### src/rtl/pipe_hazard_ctrl_if.sv
// Hazard-control bundle between the pipeline datapath (master) and the
// hazard controller (slave).
interface pipe_hazard_ctrl_if #(
  parameter int CNT_W = 16
);
  logic [4:0]       id_rs1_i;
  logic [4:0]       id_rs2_i;
  logic             id_uses_rs2_i;
  logic             ex_mem_read_i;
  logic [4:0]       ex_rd_i;
  logic             branch_taken_i;
  logic             mem_req_i;
  logic             mem_ready_i;
  logic             pc_write_o;
  logic             ifid_write_o;
  logic             ifid_flush_o;
  logic             idex_bubble_o;
  logic             stall_all_o;
  logic             mem_timeout_o;
  logic [CNT_W-1:0] stall_cnt_o;

  modport master (
    output id_rs1_i, id_rs2_i, id_uses_rs2_i, ex_mem_read_i, ex_rd_i,
           branch_taken_i, mem_req_i, mem_ready_i,
    input  pc_write_o, ifid_write_o, ifid_flush_o, idex_bubble_o,
           stall_all_o, mem_timeout_o, stall_cnt_o
  );

  modport slave (
    input  id_rs1_i, id_rs2_i, id_uses_rs2_i, ex_mem_read_i, ex_rd_i,
           branch_taken_i, mem_req_i, mem_ready_i,
    output pc_write_o, ifid_write_o, ifid_flush_o, idex_bubble_o,
           stall_all_o, mem_timeout_o, stall_cnt_o
  );
endinterface

### src/rtl/pipe_hazard_ctrl.sv
// Pipeline hazard controller: load-use bubble, taken-branch squash, memory
// wait freeze with watchdog, and a saturating stall-cycle counter.
module pipe_hazard_ctrl #(
  parameter int MAX_MEM_WAIT = 15,
  parameter int CNT_W        = 16
) (
  input logic               clk_i,
  input logic               rst_i,
  pipe_hazard_ctrl_if.slave hz
);
  // state      | meaning
  // RUN        | normal issue, all hazards checked
  // LOAD_STALL | bubble already inserted, load-use masked for one cycle
  // MEM_WAIT   | data access outstanding, whole pipeline frozen
  // HALT       | watchdog expired, frozen until reset
  localparam logic [1:0] RUN        = 2'd0;
  localparam logic [1:0] LOAD_STALL = 2'd1;
  localparam logic [1:0] MEM_WAIT   = 2'd2;
  localparam logic [1:0] HALT       = 2'd3;

  localparam logic [7:0] WAIT_MAX = 8'(MAX_MEM_WAIT);

  logic [1:0]       state, state_nxt;
  logic [7:0]       wait_cnt;
  logic [CNT_W-1:0] stall_cnt;
  logic             timeout;
  logic             load_use, mem_miss;
  logic             pc_write, ifid_write, ifid_flush, idex_bubble, stall_all;

  assign load_use = hz.ex_mem_read_i && (hz.ex_rd_i != 5'd0) &&
                    ((hz.ex_rd_i == hz.id_rs1_i) ||
                     (hz.id_uses_rs2_i && (hz.ex_rd_i == hz.id_rs2_i)));
  assign mem_miss = hz.mem_req_i && !hz.mem_ready_i;

  always_comb begin
    pc_write    = 1'b1;
    ifid_write  = 1'b1;
    ifid_flush  = 1'b0;
    idex_bubble = 1'b0;
    stall_all   = 1'b0;
    state_nxt   = RUN;
    if (rst_i) begin
      pc_write    = 1'b0;
      ifid_write  = 1'b0;
      ifid_flush  = 1'b1;
      idex_bubble = 1'b1;
    end else begin
      case (state)
        RUN, LOAD_STALL: begin
          if (mem_miss) begin
            pc_write   = 1'b0;
            ifid_write = 1'b0;
            stall_all  = 1'b1;
            state_nxt  = MEM_WAIT;
          end else if (hz.branch_taken_i) begin
            ifid_flush  = 1'b1;
            idex_bubble = 1'b1;
          end else if (load_use && (state == RUN)) begin
            pc_write    = 1'b0;
            ifid_write  = 1'b0;
            idex_bubble = 1'b1;
            state_nxt   = LOAD_STALL;
          end
        end
        MEM_WAIT: begin
          if (!hz.mem_ready_i) begin
            pc_write   = 1'b0;
            ifid_write = 1'b0;
            stall_all  = 1'b1;
            state_nxt  = (wait_cnt == WAIT_MAX) ? HALT : MEM_WAIT;
          end
        end
        default: begin
          pc_write   = 1'b0;
          ifid_write = 1'b0;
          stall_all  = 1'b1;
          state_nxt  = HALT;
        end
      endcase
    end
  end

  always_ff @(posedge clk_i) begin
    if (rst_i) begin
      state     <= RUN;
      wait_cnt  <= 8'd0;
      stall_cnt <= '0;
      timeout   <= 1'b0;
    end else begin
      state <= state_nxt;
      if ((state == RUN || state == LOAD_STALL) && mem_miss)
        wait_cnt <= 8'd1;
      else if (state == MEM_WAIT && state_nxt == MEM_WAIT)
        wait_cnt <= wait_cnt + 8'd1;
      if (!pc_write && (stall_cnt != '1))
        stall_cnt <= stall_cnt + 1'b1;
      // sticky until reset; HALT can only be left through rst_i anyway
      if (state_nxt == HALT)
        timeout <= 1'b1;
    end
  end

  assign hz.pc_write_o    = pc_write;
  assign hz.ifid_write_o  = ifid_write;
  assign hz.ifid_flush_o  = ifid_flush;
  assign hz.idex_bubble_o = idex_bubble;
  assign hz.stall_all_o   = stall_all;
  assign hz.mem_timeout_o = timeout;
  assign hz.stall_cnt_o   = stall_cnt;
endmodule
### src/flat_wrapper.sv
// flat-port wrapper written by rule: the top's interface ports become plain ports
module pipe_hazard_ctrl_flat 
#(
  parameter int MAX_MEM_WAIT = 15,
  parameter int CNT_W        = 16
)
  (clk_i, rst_i, hz_id_rs1_i, hz_id_rs2_i, hz_id_uses_rs2_i, hz_ex_mem_read_i, hz_ex_rd_i, hz_branch_taken_i, hz_mem_req_i, hz_mem_ready_i, hz_pc_write_o, hz_ifid_write_o, hz_ifid_flush_o, hz_idex_bubble_o, hz_stall_all_o, hz_mem_timeout_o, hz_stall_cnt_o);
  pipe_hazard_ctrl_if #(.CNT_W(CNT_W)) hz_i ();
  input logic clk_i;
  input logic rst_i;
  input wire logic [$bits(hz_i.id_rs1_i)-1:0] hz_id_rs1_i;
  input wire logic [$bits(hz_i.id_rs2_i)-1:0] hz_id_rs2_i;
  input wire logic [$bits(hz_i.id_uses_rs2_i)-1:0] hz_id_uses_rs2_i;
  input wire logic [$bits(hz_i.ex_mem_read_i)-1:0] hz_ex_mem_read_i;
  input wire logic [$bits(hz_i.ex_rd_i)-1:0] hz_ex_rd_i;
  input wire logic [$bits(hz_i.branch_taken_i)-1:0] hz_branch_taken_i;
  input wire logic [$bits(hz_i.mem_req_i)-1:0] hz_mem_req_i;
  input wire logic [$bits(hz_i.mem_ready_i)-1:0] hz_mem_ready_i;
  output wire logic [$bits(hz_i.pc_write_o)-1:0] hz_pc_write_o;
  output wire logic [$bits(hz_i.ifid_write_o)-1:0] hz_ifid_write_o;
  output wire logic [$bits(hz_i.ifid_flush_o)-1:0] hz_ifid_flush_o;
  output wire logic [$bits(hz_i.idex_bubble_o)-1:0] hz_idex_bubble_o;
  output wire logic [$bits(hz_i.stall_all_o)-1:0] hz_stall_all_o;
  output wire logic [$bits(hz_i.mem_timeout_o)-1:0] hz_mem_timeout_o;
  output wire logic [$bits(hz_i.stall_cnt_o)-1:0] hz_stall_cnt_o;
  assign hz_i.id_rs1_i = hz_id_rs1_i;
  assign hz_i.id_rs2_i = hz_id_rs2_i;
  assign hz_i.id_uses_rs2_i = hz_id_uses_rs2_i;
  assign hz_i.ex_mem_read_i = hz_ex_mem_read_i;
  assign hz_i.ex_rd_i = hz_ex_rd_i;
  assign hz_i.branch_taken_i = hz_branch_taken_i;
  assign hz_i.mem_req_i = hz_mem_req_i;
  assign hz_i.mem_ready_i = hz_mem_ready_i;
  assign hz_pc_write_o = hz_i.pc_write_o;
  assign hz_ifid_write_o = hz_i.ifid_write_o;
  assign hz_ifid_flush_o = hz_i.ifid_flush_o;
  assign hz_idex_bubble_o = hz_i.idex_bubble_o;
  assign hz_stall_all_o = hz_i.stall_all_o;
  assign hz_mem_timeout_o = hz_i.mem_timeout_o;
  assign hz_stall_cnt_o = hz_i.stall_cnt_o;
  pipe_hazard_ctrl #(.MAX_MEM_WAIT(MAX_MEM_WAIT), .CNT_W(CNT_W)) u_core (.clk_i(clk_i), .rst_i(rst_i), .hz(hz_i));
endmodule
### config.mk
export PLATFORM = sky130hd
export DESIGN_NAME = pipe_hazard_ctrl_flat
export DESIGN_NICKNAME = d
export VERILOG_FILES = /design/src/rtl/pipe_hazard_ctrl_if.sv /design/src/rtl/pipe_hazard_ctrl.sv /design/src/flat_wrapper.sv
export SDC_FILE = /design/constraint.sdc
export NUM_CORES = 1
export LEC_CHECK = 0
export CORE_MARGIN = 4
export CORE_UTILIZATION = 38
export DETAILED_ROUTE_END_ITERATION = 8
export PLACE_DENSITY_LB_ADDON = 0.2
export SLEW_MARGIN = 40
export SYNTH_ARGS = -nofsm -noshare
export SYNTH_HDL_FRONTEND = slang
export SYNTH_SLANG_ARGS = --single-unit
### constraint.sdc
create_clock -name clk_i -period 3.8 [get_ports clk_i]
set_input_delay 0.38 -clock clk_i [delete_from_list [all_inputs] [get_ports clk_i]]
set_output_delay 0.38 -clock clk_i [all_outputs]
set_load 0.05 [all_outputs]
==> results of run 1 <==
-- metal layers --
layer | global-route usage | up-vias | part of all wire
met5 | 0 | - | 0
met1 | 0.193 | 673 | 0.47
met4 | 0.0292 | 0 | 0.0057
li1 | - | 780 | -
met3 | 0.0305 | 4 | 0.039
met2 | 0.251 | 27 | 0.49
-- power breakdown --
part | internal, W | leakage, nW | total [W] | switching [W]
Clock | 0.0000751 | 0.0228 | 0.000163 | 0.0000881
Sequential | 0.000286 | 0.218 | 0.000291 | 0.00000439
Combinational | 0.0000446 | 0.430 | 0.000101 | 0.0000565
Total | 0.000406 | 0.671 | 0.000555 | 0.000149
-- registers in the layout (all words and copies together), names as in the netlist --
name / flops
u_core.hz.stall_cnt_o: 16
u_core.hz.mem_timeout_o: 1
u_core.wait_cnt: 8
u_core.state: 2
-- layout make-up --
type / instances / share of cell area
Multi-Input combinational cell: 145 / 0.454
Sequential cell: 27 / 0.261
Timing Repair Buffer: 46 / 0.218
Tap cell: 48 / 0.0290
Clock buffer: 4 / 0.0217
Inverter: 9 / 0.0163
-- worst min path at each step --
stage                                    to  slack (ns)  depth (start not counted)
floorplan                u_core.wait_cnt[7]        0.48                          2
global placement    u_core.hz.mem_timeout_o        0.44                          2
detailed placement  u_core.hz.mem_timeout_o        0.44                          2
CTS                 u_core.hz.mem_timeout_o        0.46                          2
global route        u_core.hz.mem_timeout_o        0.48                          2
finish              u_core.hz.mem_timeout_o        0.46                          2
-- metrics by stage --
| stage | total power, W | setup slack, ns | utilization |
|---|---|---|---|
| 2_1_floorplan | 0.000357 | 0.914 | - |
| 5_1_grt | 0.000584 | 0.412 | 0.546 |
| 6_report | 0.000555 | 0.543 | 0.546 |
| 3_5_place_dp | 0.000399 | 0.522 | 0.534 |
| 4_1_cts | 0.000562 | 0.521 | 0.546 |
| 3_3_place_gp | 0.000399 | 0.558 | 0.534 |
-- synth_stat cells (all sizes together) (4+ instances only) --
cell and count:
xor2 11, nor2 20, clkbuf 5, or4 11
nand2b 4, nand2 8, dfxtp 27, xnor2 6
o21ai 6, o31ai 11, nand4 5, nor3 5
nand3 10, a21oi 17, inv 9, nor4 5
-- cells by family after synthesis --
group | synth area share
adders and majority gates | 0.0161
and+or+nand+nor | 0.295
buffers and inverters | 0.0492
xor gates and xnor gates | 0.0959
DFF | 0.348
AOI/OAI and AO/OA | 0.168
muxes | 0.0282
-- worst max-delay path: stages --
cell,delay [ns]
clkdlybuf4s50_1,0.46
or4_1,0.55
o211ai_1,0.35
o31ai_4,0.10
inv_2,0.19
clkdlybuf4s50_1,0.84
==> out/metrics.yaml, run 1 <==
clock_tree:
  clock_latency_ns: 0.27
  clk_transition_reported_paths_ns: 0.09
  tritoncts.num_buffers: 3
  postCtsHoldBufs: 0
  cts_sinks: 27
  clock_tree_from_tritoncts: "done"
  clock_tree.root_cell: "clkbuf_8"
  clockBufferDepth: 2
  cts_post_setup_buffers_inserted: 0
  cts-htree-levels: 1
  cts_repair_resize_count: 0
worst_setup_path:
  critical_path.max_fanout: 13
  rrSetupSlack_ns: 1.44
  critical_path.endpoint_type: "output pin"
  rr_startpoint: "u_core.hz.stall_cnt_o[6]"
  startpoint: "hz_ex_rd_i[0]"
  critical_path_class: "in -> out"
  startpoint_type: "primary input"
  timing.reg2reg.worst_path_depth: 7
  cp_capture_point: "hz_pc_write_o"
  critical_path.reg2reg.endpoint: "u_core.hz.stall_cnt_o[8]"
  worst-endpoint-required_ns: 3.42
  critical_path_arrival_ns: 2.88
placed_design:
  port_bufs: 43
  post-place-cells: 275
  post-dp-hpwl_um: 2710
  dpl_cell_area_mm2: 0.00203
  routabilityCongestion: 0.821
drt:
  wire_per_inst_um: 12.6
  remaining_number_of_nets_flagged_by_the_antenna_check_after_routing: 0
  routed_wirelength_um: 3510
  num_vias: 1484
  detailedRoute.firstPassIterationCount: 4
  route.detailed.drc: 0
  dr.first_iter.drc_count: 62
  via_density_per_instance: 5.32
layout:
  area_occupied_by_multi_input_gates_um2: 941
  finalInstanceArea_mm2: 0.00207
  layout.area.seq_um2: 541
  mostFrequentLayoutCells: "clkdlybuf4s50_1, dfxtp_1, nor2_1"
  area_growth_pct: 33.5
  layout.filler_cells: 389
  count_of_antenna_diodes_in_the_layout: 0
  layoutNonFillerInstCount: 279
  final_nets: 256
  post_route_cells_drive_above_1_share: 0.0519
  final_common_cell: "clkdlybuf4s50_1"
sta:
  worst-slew-pin-transition_ns: 0.672
  clock.fmax_mhz: 307
  rsz0062_at_grt: "false"
  setup-tns-final_ns: 0
  fin_hold_ws_ns: 0.455
  slew_violations: 0
  timing.slew.headroom: 0.549
  min_period_over_period: 0.857
  clock_skew_ns: 0.00255
  final.min_clock_period_ns: 3.26
  setup_viol: 0
  final-hold-violation-count: 0
global_routing:
  globalRouteOverflowTotal: 0
  grt_max_degree: 28
  antenna_found_initial: 0
  number_of_global_route_vias_before_repair: 1388
  grt_pass1_wl_um: 6270
  globalRouteTotalUtil: 0.147
yosys:
  yosysWarningCount: 0
  synthFlopType: "dfxtp_1"
  synth_area_mm2: 0.00155
  synth-seq-area-share: 0.348
  synth_fp_nets: 213
  synth_area_per_cell_um2: 8.22
  share_of_yosys_cell_area_claimed_by_the_top_area_cell_type: 0.348
  mapped_cells: 189
  top_cell_type_by_total_area_after_synthesis: "dfxtp_1"
  synth.lib_cells_used.distinct: 40
  post_synth_main_area_contributors: "dfxtp_1, xor2_1, a21oi_1"
  postSynth.asyncResetShare: 0
  synth_edf_count: 0
  yosys_register_bits: 27
outcome:
  outcome: "completed"
power:
  p_leak_nw: 0.671
  cellPowerDensity_mw_per_mm2: 268
  power.ir.vdd_worst_mv: 0.174
floorplanning:
  chipWidth_um: 71.9
  die_area_mm2: 0.00517
  floorplan.rows: 22
  die_h_um: 71.9
  num_io_pins: 44
  floorplan.core_area_mm2: 0.00380
  initial_utilization: 0.409
worst_hold_path:
  worstHoldStart: "u_core.hz.mem_timeout_o"
  min-delay-path-class: "reg -> reg"
run:
  drv.max_cap_violation_count: 0
(Power assumes the default switching activity.)
==> run 2: changes to the inputs <==
- CELL_PAD_IN_SITES_DETAIL_PLACEMENT: not set -> 0
- CELL_PAD_IN_SITES_GLOBAL_PLACEMENT: not set -> 1
- CORE_UTILIZATION: 38 -> 37
==> run 2 against run 1 <==
Effect of this change:
- non-clock buffer count unchanged
- worst setup slack improved by 0.0085 ns
- cell area increased by 0.12%
==> out/metrics.yaml, run 2 (same netlist as run 1, synthesis figures left out) <==
clock_tree:
  clock_tree_from_tritoncts: "done"
  cts_sinks: 27  # unchanged
  clockBufferDepth: 2  # unchanged
  cts_repair_resize_count: 0  # unchanged
  cts-htree-levels: 1  # unchanged
  clock_tree.root_cell: "clkbuf_8"
  postCtsHoldBufs: 0  # unchanged
  cts_post_setup_buffers_inserted: 0  # unchanged
  clk_transition_reported_paths_ns: 0.09  # about the same
  clock_latency_ns: 0.27  # about the same
  tritoncts.num_buffers: 3  # unchanged
global_routing:
  antenna_found_initial: 0  # unchanged
  number_of_global_route_vias_before_repair: 1452  # +4.6%
  globalRouteTotalUtil: 0.155  # +0.00750
  grt_max_degree: 28  # unchanged
  grt_pass1_wl_um: 6660  # +6.2%
  globalRouteOverflowTotal: 0  # unchanged
sta:
  final.min_clock_period_ns: 3.25  # -0.00850 ns
  setup-tns-final_ns: 0  # unchanged
  layout_setup_ws_ns: 0.552  # +0.00850 ns
  clock.fmax_mhz: 308  # +0.26%
  slew_violations: 0  # unchanged
  final-hold-violation-count: 0  # unchanged
  rsz0062_at_grt: "false"
  worst-slew-pin-transition_ns: 0.519  # -0.153 ns
  clock_skew_ns: 0.00373  # +0.00118 ns
  min_period_over_period: 0.855  # -0.00224
  setup_viol: 0  # unchanged
  timing.slew.headroom: 0.651  # +0.102
outcome:
  outcome: "completed"
layout:
  mostFrequentLayoutCells: "clkdlybuf4s50_1, dfxtp_1, nor2_1"
  layout.filler_cells: 392  # +0.77%
  largest_reg_flops: 16  # unchanged
  layout.area.seq_um2: 541  # unchanged
  final_nets: 256  # unchanged
  count_of_antenna_diodes_in_the_layout: 0  # unchanged
  post_route_cells_drive_above_1_share: 0.0519  # unchanged
  area_growth_pct: 33.7
  final_common_cell: "clkdlybuf4s50_1"
  area_occupied_by_multi_input_gates_um2: 941  # unchanged
  finish.utilization: 0.515  # -0.0306
worst_setup_path:
  critical_path_class: "in -> out"
  startpoint_type: "primary input"
  critical_path.reg2reg.endpoint: "u_core.hz.stall_cnt_o[8]"
  path_cells: "clkdlybuf4s50_1, or4_1, o211ai_1, o31ai_4, inv_2, clkdlybuf4s50_1"
  rrSetupSlack_ns: 1.65  # +0.21 ns
  timing.reg2reg.worst_path_depth: 7  # unchanged
  critical_path.max_fanout: 11  # -2
  critical_path.endpoint_type: "output pin"
  cell_repeated_most_along_the_worst_path: "clkdlybuf4s50_1"
  worst-endpoint-required_ns: 3.42  # about the same
  critical_path_arrival_ns: 2.87  # about the same
  rr_startpoint: "u_core.hz.stall_cnt_o[6]"
  cell_with_the_largest_stage_delay_on_the_worst_path: "clkdlybuf4s50_1"
  crit_path_max_incr_delay_ns: 0.83  # about the same
worst_hold_path:
  worstHoldEndpoint: "u_core.hz.mem_timeout_o"
  min-delay-path-class: "reg -> reg"
  worstHoldStart: "u_core.hz.mem_timeout_o"
  worstHoldPathCells: 2  # unchanged
drt:
  remaining_number_of_nets_flagged_by_the_antenna_check_after_routing: 0  # unchanged
  via_density_per_instance: 5.42  # +1.9%
  wire_per_inst_um: 13.6  # +8.4%
  route.detailed.drc: 0  # unchanged
  detailedRoute.firstPassIterationCount: 4  # unchanged
  dr.first_iter.drc_count: 79  # +27%
  num_vias: 1523  # +2.6%
  routed_wirelength_um: 3830  # +9.2%
floorplanning:
  initial_utilization: 0.385  # -0.0234
  floorplan.core_area_mm2: 0.00403  # +6.1%
  die_h_um: 72.8  # +1.2%
  die_area_mm2: 0.00530  # +2.4%
  floorplan.rows: 23  # +4.5%
  chipWidth_um: 72.8  # +1.2%
  num_io_pins: 44  # unchanged
placed_design:
  port_bufs: 43  # unchanged
  post-dp-hpwl_um: 2960  # +9.2%
  routabilityCongestion: 0.802  # -2.4%
  preCtsSetupSlack_ns: 0.551  # +0.0285 ns
power:
  power.ir.vdd_worst_mv: 0.143  # -18%
  p_leak_nw: 0.671  # unchanged
  cellPowerDensity_mw_per_mm2: 270  # +0.84%
run:
  drv.max_cap_violation_count: 0  # unchanged
-- run 2: how the worst max path moves through the flow --
stage                             start              end  depth (start not counted)
after detailed placement  hz_ex_rd_i[0]  hz_ifid_write_o                          6
final                     hz_ex_rd_i[0]  hz_ifid_write_o                          6
after floorplan           hz_ex_rd_i[0]    hz_pc_write_o                          7
after CTS                 hz_ex_rd_i[0]  hz_ifid_write_o                          6
after global routing      hz_ex_rd_i[0]  hz_ifid_write_o                          6
after global placement    hz_ex_rd_i[0]    hz_pc_write_o                          6
-- run 2: layer usage --
metal  up-vias  GRT usage  part of all wire
met5         -          0                 0
met4         0     0.0369             0.012
met3         7     0.0289             0.035
met2        28      0.284              0.52
met1       715      0.185              0.43
li1        773          -                 -
-- run 2: area by class of cell --
class | count | share of cell area
tap | 50 | 0.0301
timing repair buffer | 46 | 0.218
multi-input combinational | 145 | 0.453
inverter | 9 | 0.0163
clock buffer | 4 | 0.0217
sequential | 27 | 0.260
-- run 2: per-stage QoR --
stage	total power [W]	hold WS [ns]	cell area (µm²)	cells
finish	0.000560	0.455	2080	281
global placement	0.000399	0.438	2030	277
CTS	0.000568	0.460	2080	281
detailed placement	0.000400	0.446	2030	277
floorplan	0.000357	0.477	1550	189
global route	0.000588	0.490	2080	281
-- run 2: power breakdown --
part | total [W] | internal, W | switching (W) | leakage (nW)
Sequential | 0.000291 | 0.000286 | 0.00000417 | 0.218
Combinational | 0.000103 | 0.0000447 | 0.0000582 | 0.430
Clock | 0.000167 | 0.0000753 | 0.0000917 | 0.0228
Total | 0.000560 | 0.000406 | 0.000154 | 0.671
-- run 2: worst max-delay path: cells and delay by family --
| family | cells | cell delay [ns] |
|---|---|---|
| AOI/OAI and AO/OA | 2 | 0.45 |
| buffers and inverters | 3 | 1.47 |
| and+or+nand+nor | 1 | 0.56 |
